## src/rtl/cpu_run_ctrl_if.sv

```systemverilog
// Core-side link of the run controller: the enable it drives and the WB-stage
// status it consumes. master = run controller, slave = CPU core.
interface cpu_run_ctrl_if;
    logic en;
    logic is_jump;
    logic is_branch;
    logic branched;
    logic halt;

    modport master (output en, input is_jump, is_branch, branched, halt);
    modport slave  (input en, output is_jump, is_branch, branched, halt);
endinterface

```

## src/rtl/cpu_run_ctrl.sv

```systemverilog
// Run / single-step / pause controller for the pipelined core, with sticky halt
// and saturating retirement statistics.
//
//   state  | meaning
//   IDLE   | after reset, core stopped, waiting for run or step
//   RUN    | core enabled every cycle
//   STEP   | core enabled for this one cycle, then PAUSE
//   PAUSE  | core stopped, resumable by run or step
//   HALTED | halt retired; absorbing until reset
module cpu_run_ctrl #(
    parameter int CntBits = 32
) (
    input  logic               clk,
    input  logic               rst_n,
    input  logic               btn_run,
    input  logic               btn_step,
    input  logic               btn_pause,
    input  logic               stats_clr,
    cpu_run_ctrl_if.master     core,
    output logic [2:0]         state,
    output logic [CntBits-1:0] cyc_cnt,
    output logic [CntBits-1:0] jump_cnt,
    output logic [CntBits-1:0] branch_cnt,
    output logic [CntBits-1:0] taken_cnt
);
    localparam logic [2:0] IDLE   = 3'd0;
    localparam logic [2:0] RUN    = 3'd1;
    localparam logic [2:0] STEP   = 3'd2;
    localparam logic [2:0] PAUSE  = 3'd3;
    localparam logic [2:0] HALTED = 3'd4;

    logic [2:0]         state_q, state_d;
    logic               btn_run_q, btn_step_q, btn_pause_q;
    logic               press_run, press_step, press_pause;
    logic               cnt_en;
    logic [CntBits-1:0] cyc_cnt_q, cyc_cnt_d;
    logic [CntBits-1:0] jump_cnt_q, jump_cnt_d;
    logic [CntBits-1:0] branch_cnt_q, branch_cnt_d;
    logic [CntBits-1:0] taken_cnt_q, taken_cnt_d;

    function automatic logic [CntBits-1:0] sat_inc(input logic [CntBits-1:0] v,
                                                   input logic inc);
        if (inc && (v != {CntBits{1'b1}})) return v + CntBits'(1);
        return v;
    endfunction

    assign press_run   = btn_run   & ~btn_run_q;
    assign press_step  = btn_step  & ~btn_step_q;
    assign press_pause = btn_pause & ~btn_pause_q;

    // Enable is a pure state decode so the core never sees a button glitch.
    assign core.en = (state_q == RUN) || (state_q == STEP);
    assign cnt_en  = core.en & ~core.halt;

    always_comb begin
        state_d = state_q;
        if (state_q != HALTED && core.halt) begin
            state_d = HALTED;
        end else begin
            case (state_q)
                IDLE: begin
                    if (press_step)      state_d = STEP;
                    else if (press_run)  state_d = RUN;
                end
                RUN: begin
                    if (press_pause)     state_d = PAUSE;
                    else if (press_step) state_d = STEP;
                end
                STEP:  state_d = PAUSE;
                PAUSE: begin
                    if (press_pause)     state_d = PAUSE;
                    else if (press_step) state_d = STEP;
                    else if (press_run)  state_d = RUN;
                end
                HALTED:  state_d = HALTED;
                default: state_d = IDLE;
            endcase
        end
    end

    always_comb begin
        cyc_cnt_d    = cyc_cnt_q;
        jump_cnt_d   = jump_cnt_q;
        branch_cnt_d = branch_cnt_q;
        taken_cnt_d  = taken_cnt_q;
        if (stats_clr) begin
            cyc_cnt_d    = '0;
            jump_cnt_d   = '0;
            branch_cnt_d = '0;
            taken_cnt_d  = '0;
        end else if (cnt_en) begin
            cyc_cnt_d    = sat_inc(cyc_cnt_q, 1'b1);
            jump_cnt_d   = sat_inc(jump_cnt_q, core.is_jump);
            branch_cnt_d = sat_inc(branch_cnt_q, core.is_branch);
            taken_cnt_d  = sat_inc(taken_cnt_q, core.is_branch & core.branched);
        end
    end

    always_ff @(posedge clk or negedge rst_n) begin
        if (!rst_n) begin
            state_q      <= IDLE;
            btn_run_q    <= 1'b0;
            btn_step_q   <= 1'b0;
            btn_pause_q  <= 1'b0;
            cyc_cnt_q    <= '0;
            jump_cnt_q   <= '0;
            branch_cnt_q <= '0;
            taken_cnt_q  <= '0;
        end else begin
            state_q      <= state_d;
            btn_run_q    <= btn_run;
            btn_step_q   <= btn_step;
            btn_pause_q  <= btn_pause;
            cyc_cnt_q    <= cyc_cnt_d;
            jump_cnt_q   <= jump_cnt_d;
            branch_cnt_q <= branch_cnt_d;
            taken_cnt_q  <= taken_cnt_d;
        end
    end

    assign state      = state_q;
    assign cyc_cnt    = cyc_cnt_q;
    assign jump_cnt   = jump_cnt_q;
    assign branch_cnt = branch_cnt_q;
    assign taken_cnt  = taken_cnt_q;
endmodule

```

## src/flat_wrapper.sv

```systemverilog
// flat-port wrapper written by rule: the top's interface ports become plain ports
module cpu_run_ctrl_flat 
#(
    parameter int CntBits = 32
)
  (clk, rst_n, btn_run, btn_step, btn_pause, stats_clr, state, cyc_cnt, jump_cnt, branch_cnt, taken_cnt, core_en, core_is_jump, core_is_branch, core_branched, core_halt);
  cpu_run_ctrl_if core_i ();
  input  logic clk;
  input  logic rst_n;
  input  logic btn_run;
  input  logic btn_step;
  input  logic btn_pause;
  input  logic stats_clr;
  output logic [2:0] state;
  output logic [CntBits-1:0] cyc_cnt;
  output logic [CntBits-1:0] jump_cnt;
  output logic [CntBits-1:0] branch_cnt;
  output logic [CntBits-1:0] taken_cnt;
  output wire logic [$bits(core_i.en)-1:0] core_en;
  input wire logic [$bits(core_i.is_jump)-1:0] core_is_jump;
  input wire logic [$bits(core_i.is_branch)-1:0] core_is_branch;
  input wire logic [$bits(core_i.branched)-1:0] core_branched;
  input wire logic [$bits(core_i.halt)-1:0] core_halt;
  assign core_en = core_i.en;
  assign core_i.is_jump = core_is_jump;
  assign core_i.is_branch = core_is_branch;
  assign core_i.branched = core_branched;
  assign core_i.halt = core_halt;
  cpu_run_ctrl #(.CntBits(CntBits)) u_core (.clk(clk), .rst_n(rst_n), .btn_run(btn_run), .btn_step(btn_step), .btn_pause(btn_pause), .stats_clr(stats_clr), .core(core_i), .state(state), .cyc_cnt(cyc_cnt), .jump_cnt(jump_cnt), .branch_cnt(branch_cnt), .taken_cnt(taken_cnt));
endmodule
```

## config.mk

```make
export PLATFORM = sky130hd
export DESIGN_NAME = cpu_run_ctrl_flat
export DESIGN_NICKNAME = d
export VERILOG_FILES = /design/src/rtl/cpu_run_ctrl_if.sv /design/src/rtl/cpu_run_ctrl.sv /design/src/flat_wrapper.sv
export SDC_FILE = /design/constraint.sdc
export NUM_CORES = 1
export LEC_CHECK = 0
export ABC_AREA = 1
export CAP_MARGIN = 25
export CORE_MARGIN = 2
export CORE_UTILIZATION = 60
export DETAILED_ROUTE_END_ITERATION = 8
export GPL_TIMING_DRIVEN = 1
export PLACE_DENSITY = 0.95
export SLEW_MARGIN = 10
export SYNTH_ARGS = -nofsm -noshare
export SYNTH_HDL_FRONTEND = slang
export SYNTH_SLANG_ARGS = --single-unit
```

## constraint.sdc

```tcl
create_clock -name clk -period 2.63 [get_ports clk]
set_input_delay 0.263 -clock clk [delete_from_list [all_inputs] [get_ports clk]]
set_output_delay 0.263 -clock clk [all_outputs]
set_load 0.02 [all_outputs]
```

After elaboration in Yosys (flattened, before gate mapping) --
Cells that the tools add are included.
Cells by class: add/sub/neg operators 4, equality and inequality tests 10, muxes and demuxes 35, bitwise gates (word level) 9, reductions and logical operators 15
Operators by type and width (number):
- 32-bit 2-to-1 mux | 16
- 32-bit by 1-bit adder with 32-bit output (second input constant) | 4
- 32-bit != test (second input constant) | 4
- 3-bit 2-to-1 mux | 6
- 3-bit case mux with 5 select lines | 1
- 1-bit 2-to-1 mux | 12
- 2-bit nonzero test | 5
- 2-bit AND reduction | 4
- 3-bit by 2-bit equality test with 1-bit output (second input constant) | 2
- 1-bit AND | 5
- 1-bit logical AND | 4
- 4-bit by 2-bit != test with 1-bit output (second input constant) | 1
- 1-bit NOT | 4
- 3-bit by 1-bit equality test with 1-bit output (second input constant) | 1
- 3-bit equality test (second input constant) | 1
- 3-bit zero test | 1
- 3-bit != test (second input constant) | 1
- 1-bit logical OR | 1
Storage, ports and cells: register bits after elaboration 134, input bits 10, output and inout port bits 132

Depth between registers and ports, before layout --
Gate-level depths: netlist of the first run.
depth after elaboration 8, depth in mapped cells 12, gate-level depth less buffers 11

Least setup slack after synthesis of the first run --
OpenSTA, ideal clock, no wires.
path type flip-flop to flip-flop, from register u_core.taken_cnt_q[0] (netlist: u_core.taken_cnt[0]), to register u_core.taken_cnt_q[28] (netlist: u_core.taken_cnt[28]), library setup time 0.117 ns, arrival 1.777 ns, data required time 2.513 ns, slack 0.736 ns, cell stages (with the launch flop) 12, buffers on the path 1, clock period less this slack 1.894 ns, cells stage by stage dfrtp_1 -> ha_1 -> nand2_1 -> nor2_4 -> nand2_2 -> nor2_4 -> nand3_2 -> nand2_2 -> nand2_4 -> buf_4 -> nand2_1 -> nand2_1
On the way: cells in the longest elaborated chain, start to end 7
Ends and longest elaborated chain:
- start: declaration | RTL line cpu_run_ctrl.sv:39 | logic [CntBits-1:0] taken_cnt_q, taken_cnt_d;
- start signal: assignment | RTL line cpu_run_ctrl.sv:117 | taken_cnt_q <= taken_cnt_d;
- branches (longest 7 deep; another with 32-bit by 1-bit adder with 32-bit output)
Parallel ways; which one is timed is not known. The select of a mux whose other input is x is not followed. A chain may end at the register's enable or synchronous reset.

Worst setup path after layout of the first run --
from register u_core.taken_cnt_q[0] (netlist: u_core.taken_cnt[0]), to register u_core.taken_cnt_q[17] (netlist: u_core.taken_cnt[17])
Same word-level chain as after synthesis.

==> results.md, run 1 <==
- Max-slew violation count: 0
- Min-delay src: stats_clr
- Top-area cell type share of the netlist area: 0.357
- Core footprint: between 0.015 and 0.02 mm^2
- Slew headroom: 0.378
- Most frequent cell after synthesis: nand2_1
- Maxcap violations: 0
- Slew @ Worst Pin: 0.931 ns
- Total GRT Usage: 0.322
- Final HPWL DP: 18.8 mm
- Reg clk slew, reported paths: roughly 0.060 ns
- Share of cells above drive strength 1: 0.0441
- Worst min-delay path category: input port to register
- Mapped Cells: roughly 1500
- Max frequency: between 0.4 and 0.5 GHz
- Final Worst Setup Slack: 0.188 ns
- Initial core utilization: 0.616
- Vias/cell: 5.48
- DR WL/cell: 14.2 um
- Remaining DRCs: 0
- Crit path required time: slightly below 3 ns
- DR iter-0 viols: 1062
- Port bufs: 141
- Main synth FF type: dfrtp_1
- Worst-Skew Late Latency: 0.42 ns
- Cell Area, Synth: ~0.0094 mm^2
- Clock Skews: 0.00993 ns
- Kind of critical path: register to register
- Syn Nets: about 1500
- Num CTS Buffers: 17
- FP Rows: 45
- Initial DRT Pass Iterations: 6
- Synthesized area per cell: 6.23 um^2
- Leak Pwr: between 5 and 6 nW
- TritonCTS clock tree: built
- Via count: between 10000 and 15000
- Die area: between 0.015 and 0.02 mm^2
- Distinct cells, synth: 34
- Total congestion overflow: 0
- Worst vdd ir: 0.439 mV
- # setup viols final: 0
- Yosys warning count: 0
- DIE HEIGHT: 129 um
- Crit Path Max Fanout: 27
- Layout Nets: ~1700
- Status: complete, no violations
- Ys async rst share: 1.00
- CTS root buf: clkbuf_16
- Clk buf depth: 2
- Total power: roughly 4.7 mW
- Global-route wire length before repair: about 43 mm
- Initial antenna violation count: 1
- DP Worst Slack: about 0.35 ns
- Commonest cells post-synth: nand2_1, nor2_1, nand3_1
- Die Span X: 129 um
- Clock sink total: 134
- Antenna viol nets, final: 0
- PwrDens: 408 mW/mm^2
- Final hold vios: 0
- Setup TNS: 0 ns
- GPL Wtd Cong: 0.955
- Ports: approximately 140
- H-tree depth: 4
- Synth area leaders: dfrtp_1, nand2_1, nor2_1
- Area Overhead vs Synth: 23.0%
- #FFs+latches synth: 134
- CP endpoint kind: register
- Final Cycle Share: 0.928
- CP arrival: 2.74 ns
- EDFF count, synth: 0
- R2R Path Start: u_core.taken_cnt[0]
- Critical Path Start Type: register
- Vias in the first global route: 9197
- Crit path time final: 2.44 ns
- Sequential share of the synthesized area: 0.357
- Post-synth top area cell: dfrtp_1
- RSZ-0062 raised after global routing: no
- CP Launch Point: u_core.taken_cnt[0]
- Final WL: 26.4 mm
- Largest net degree at the start of global routing: 80
==> area by class of cell <==
| type | instances | area, um^2 |
|---|---|---|
| clock inverters | 10 | 120 |
| well taps | 211 | 264 |
| multi-input cells | 1217 | 5370 |
| flip-flops and latches | 134 | 3350 |
| clock buffers | 22 | 484 |
| fillers | 1209 | 3690 |
| diodes | 1 | 2.50 |
| inverters | 120 | 450 |
| repair buffers | 152 | 1530 |
==> what timing repair did <==
action / CTS / global route
hold endpoints to repair: 58 / 0
buffers inserted: 0 / 0
endpoints found under the setup margin: 0 / 0
gates resized for setup: 0 / 0
hold buffers: 1 / 0
==> cells in the final DEF (no fill, tap or decap), types with 2 or more instances in the layout <==
cell type	synthesis	final
clkbuf_16	0	17
inv_2	3	3
nor3_1	4	4
xor2_1	28	28
nor2_1	289	289
dfrtp_1	134	134
o21ai_1	7	7
nand3_2	3	3
a21o_1	2	2
a21oi_1	6	6
nand3_1	157	157
nor3b_1	4	4
nand3b_1	5	5
nand4_1	10	10
nand2_2	8	8
o21bai_1	3	3
buf_4	10	7
clkdlybuf4s50_1	0	139
buf_12	0	3
nand2_4	5	5
clkbuf_8	0	4
bufinv_16	0	2
nor2_4	8	8
o21ai_0	21	21
nand2_1	622	622
clkinvlp_4	0	5
ha_1	4	4
inv_1	117	117
xnor2_1	24	24
==> worst paths after layout <==
kind / endpoint / slack, ns / depth (start not counted)
worst max-delay path: u_core.taken_cnt[17] / 0.19 / 10
worst min-delay path: u_core.jump_cnt[21] / 0.25 / 4
worst max register to register: u_core.taken_cnt[17] / 0.19 / 10
worst min register to register: u_core.cyc_cnt[1] / 0.55 / 2
max in group asynchronous: u_core.state[0] / 1.57 / 3
min in group asynchronous: u_core.cyc_cnt[11] / 0.40 / 2
==> kinds of logic (layout without fill, tap and decap cells) <==
group	count (synthesis)	count (layout)	synth area share
buffers and inverters	158	304	0.0729
and+or+nand+nor	1120	1120	0.493
AOI/OAI and AO/OA	41	41	0.0235
DFF	134	134	0.357
other	0	1	0
xor gates and xnor gates	52	52	0.0484
adders and majority gates	4	4	0.00532
==> stage by stage <==
stage	utilization	instances	hold slack, ns	cell area (um^2)
2_1_floorplan	-	1509	-0.0326	9400
3_3_place_gp	0.718	1833	0.283	11000
3_5_place_dp	0.718	1833	0.284	11000
4_1_cts	0.758	1866	0.258	11600
5_1_grt	0.758	1866	0.282	11600
6_report	0.758	1867	0.254	11600
==> flip-flops by register name, summed over array words and instances, names as in the netlist <==
name and count:
u_core.branch_cnt 32, u_core.btn_pause_q 1, u_core.btn_run_q 1, u_core.state 3, u_core.jump_cnt 32, u_core.btn_step_q 1
u_core.cyc_cnt 32, u_core.taken_cnt 32
==> power breakdown <==
group | total, mW | switching (mW) | internal (mW)
Clock | 2.42 | 0.922 | 1.50
Sequential | 2.08 | 0.00911 | 2.07
Combinational | 0.220 | 0.166 | 0.0540
==> layer usage <==
metal,up-vias,GRT usage,share of wire
li1,4955,-,-
met5,-,0,0
met2,517,0.546,0.48
met4,0,0.0953,0.022
met3,75,0.0557,0.084
met1,4683,0.424,0.41
==> critical path, cell delays in order, from the launching register on <==
cell	delay, ns
dfrtp_1	0.45
ha_1	0.27
nand2_1	0.13
nor2_4	0.16
nand2_2	0.11
nor2_4	0.16
nand3_2	0.10
nand2_2	0.39
nand2_4	0.30
nand2_1	0.15
nand2_1	0.08
Power figures use the tool's default switching activity.
==> run 2, diff against run 1 <==
--- a/config.mk
+++ b/config.mk
@@ -7,11 +7,12 @@
 export LEC_CHECK = 0
 export ABC_AREA = 1
 export CAP_MARGIN = 25
+export CORE_ASPECT_RATIO = 0.9
 export CORE_MARGIN = 2
-export CORE_UTILIZATION = 60
+export CORE_UTILIZATION = 55
 export DETAILED_ROUTE_END_ITERATION = 8
 export GPL_TIMING_DRIVEN = 1
-export PLACE_DENSITY = 0.95
+export PLACE_DENSITY = 0.9
 export SLEW_MARGIN = 10
 export SYNTH_ARGS = -nofsm -noshare
 export SYNTH_HDL_FRONTEND = slang
==> results.md, run 2 (synthesis gave the netlist of run 1 again) <==
- CP endpoint kind: register
- Reg2reg end: u_core.branch_cnt[6]
- Final Worst Setup Slack: 0.363 ns
- Clock sink total: 134
- Largest net degree at the start of global routing: 58
- Initial core utilization: 0.560
- Commonest non-fill, non-tap cell in the layout: nand2_1
- GPL Wtd Cong: a little over 1
- Worst vdd ir: 0.444 mV
- Final HPWL DP: 20.4 mm
- Remaining DRCs: 0
- Antenna diode count: 0
- Die area: between 0.015 and 0.02 mm^2
- CTS root buf: clkbuf_16
- Most frequent cells in the layout: nand2_1, nor2_1, nand3_1
- Vias/cell: roughly 5.4
- CP arrival: 2.60 ns
- Clock Skews: 0.0110 ns
- FP Rows: 45
- Routed wl met3: 2.00 mm
- Initial antenna violation count: 0
- CP Launch Point: u_core.branch_cnt[0]
- Core footprint: 0.0168 mm^2
- Ports: 142
- Critical Path Start Type: register
- Vias in the first global route: 9318
- DR WL/cell: 15.1 um
- Final hold vios: 0
- R2R setup slack: 0.36 ns
- DIE HEIGHT: about 130 um
- Worst path max stage delay: 0.44 ns
- Layout Nets: 1657
- Leak Pwr: 5.02 nW
- Initial DRT Pass Iterations: 5
- RSZ-0062 raised after global routing: no
- # setup viols final: 0
- Final std cells w/o fill: between 1500 and 2000
- Final Cycle Share: 0.862
- DP Worst Slack: 0.419 ns
- Global-route wire length before repair: 45.5 mm
- DRT met1 WL: 12.2 mm
- Max stage delay cell, worst path: dfrtp_1
- Kind of critical path: register to register
- Crit path required time: 2.96 ns
- Area Overhead vs Synth: 23.0%
- Worst-Skew Late Latency: 0.43 ns
- WP buf/inv: 1
- Num CTS Buffers: 17
- Worst min-delay path category: input port to register
- Share of cells above drive strength 1: 0.0453
- Hold_ws: ~0.33 ns
- Status: complete, no violations
- Finished Cell Area: around 0.012 mm^2
- Setup TNS: 0 ns
- # placed instances: 1834
- Post-DP Area: between 0.01 and 0.015 mm^2
- Total GRT Usage: 0.314
- Crit Path Max Fanout: 26
- Antenna viol nets, final: 0
- Port bufs: 141
- Met2 WL post-DR: 13.3 mm
- Die Span X: 142 um
- Reg clk slew, reported paths: 0.06 ns
- Crit path max-delay family: simple AND/OR/NAND/NOR gates
- CP Depth: 9
- R2R Path Start: u_core.branch_cnt[0]
- CP Capture Point: u_core.branch_cnt[6]
- DR top layer: met4
- Slew @ Worst Pin: 0.982 ns
- Via count: ~10000
- Crit path time final: 2.27 ns
- Max-slew violation count: 0
- Total congestion overflow: 0
- Maxcap violations: 0
- Max frequency: 0.441 GHz
- H-tree depth: 4
- Clk buf depth: 2
- Final WL: 28.2 mm
- TritonCTS clock tree: built
- Crit path cell chain: ha_1 > inv_1 > nor2_4 > nand2_2 > nor2_4 > nand3_2 > nand2_2 > nand2_4 > o21ai_0
- DR iter-0 viols: roughly 880
- PwrDens: 409 mW/mm^2
- Slew headroom: 0.344
- R2r worst-path depth: 9
-- run 2: cell types whose count changed in the layout (fill, tap and decap cells not counted), sizes merged --
cell / previous run / this run
buf: 12 / 13
clkbuf: 22 / 17
clkinv: 2 / 3
inv: 121 / 125
diode: 1 / 0
-- run 2: worst reg2reg max path, cell delays in order, from the launching register on --
cell and delay [ns]:
dfrtp_1 0.44, ha_1 0.30, inv_1 0.12, nor2_4 0.17, nand2_2 0.10, nor2_4 0.15, nand3_2 0.10, nand2_2 0.28
nand2_4 0.26, o21ai_0 0.24
-- run 2: how the worst min path moves through the flow --
stage	cells after the start	endpoint	slack, ns	start
6_report	1	u_core.btn_run_q	0.33	btn_run
2_1_floorplan	0	u_core.branch_cnt[0]	-0.03	rst_n
3_5_place_dp	1	u_core.jump_cnt[12]	0.27	rst_n
4_1_cts	1	u_core.btn_run_q	0.31	btn_run
5_1_grt	1	u_core.btn_run_q	0.33	btn_run
3_3_place_gp	1	u_core.jump_cnt[12]	0.27	rst_n
-- run 2: metrics by stage --
step            util  power (mW)
6_report       0.689        4.73
5_1_grt        0.689        4.87
4_1_cts        0.689        4.75
3_5_place_dp   0.653        2.34
3_3_place_gp   0.653        2.34
2_1_floorplan      -        2.24
-- run 2: layer usage --
layer | up-vias | GRT usage
met2 | 442 | 0.513
met1 | 4685 | 0.417
li1 | 4948 | -
met5 | - | 0
met3 | 55 | 0.0665
met4 | 0 | 0.112
-- run 2: area by class of cell --
cell class | count | area, um^2
fillers | 1436 | 5210
inverters | 120 | 452
flip-flops and latches | 134 | 3350
repair buffers | 153 | 1540
clock inverters | 15 | 168
clock buffers | 17 | 425
multi-input cells | 1217 | 5370
well taps | 211 | 264
-- run 2: where the power goes --
group / internal (mW) / total (mW) / switching, mW
Clock: 1.42 / 2.43 / 1.01
Combinational: 0.0544 / 0.225 / 0.171
Sequential: 2.07 / 2.08 / 0.00939
Total: 3.54 / 4.73 / 1.20
-- run 2: timing repair --
action | CTS | global route
buffers inserted | 0 | 0
hold buffers | 1 | 0
endpoints found under the hold margin | 54 | 0
resized for setup | 0 | 0
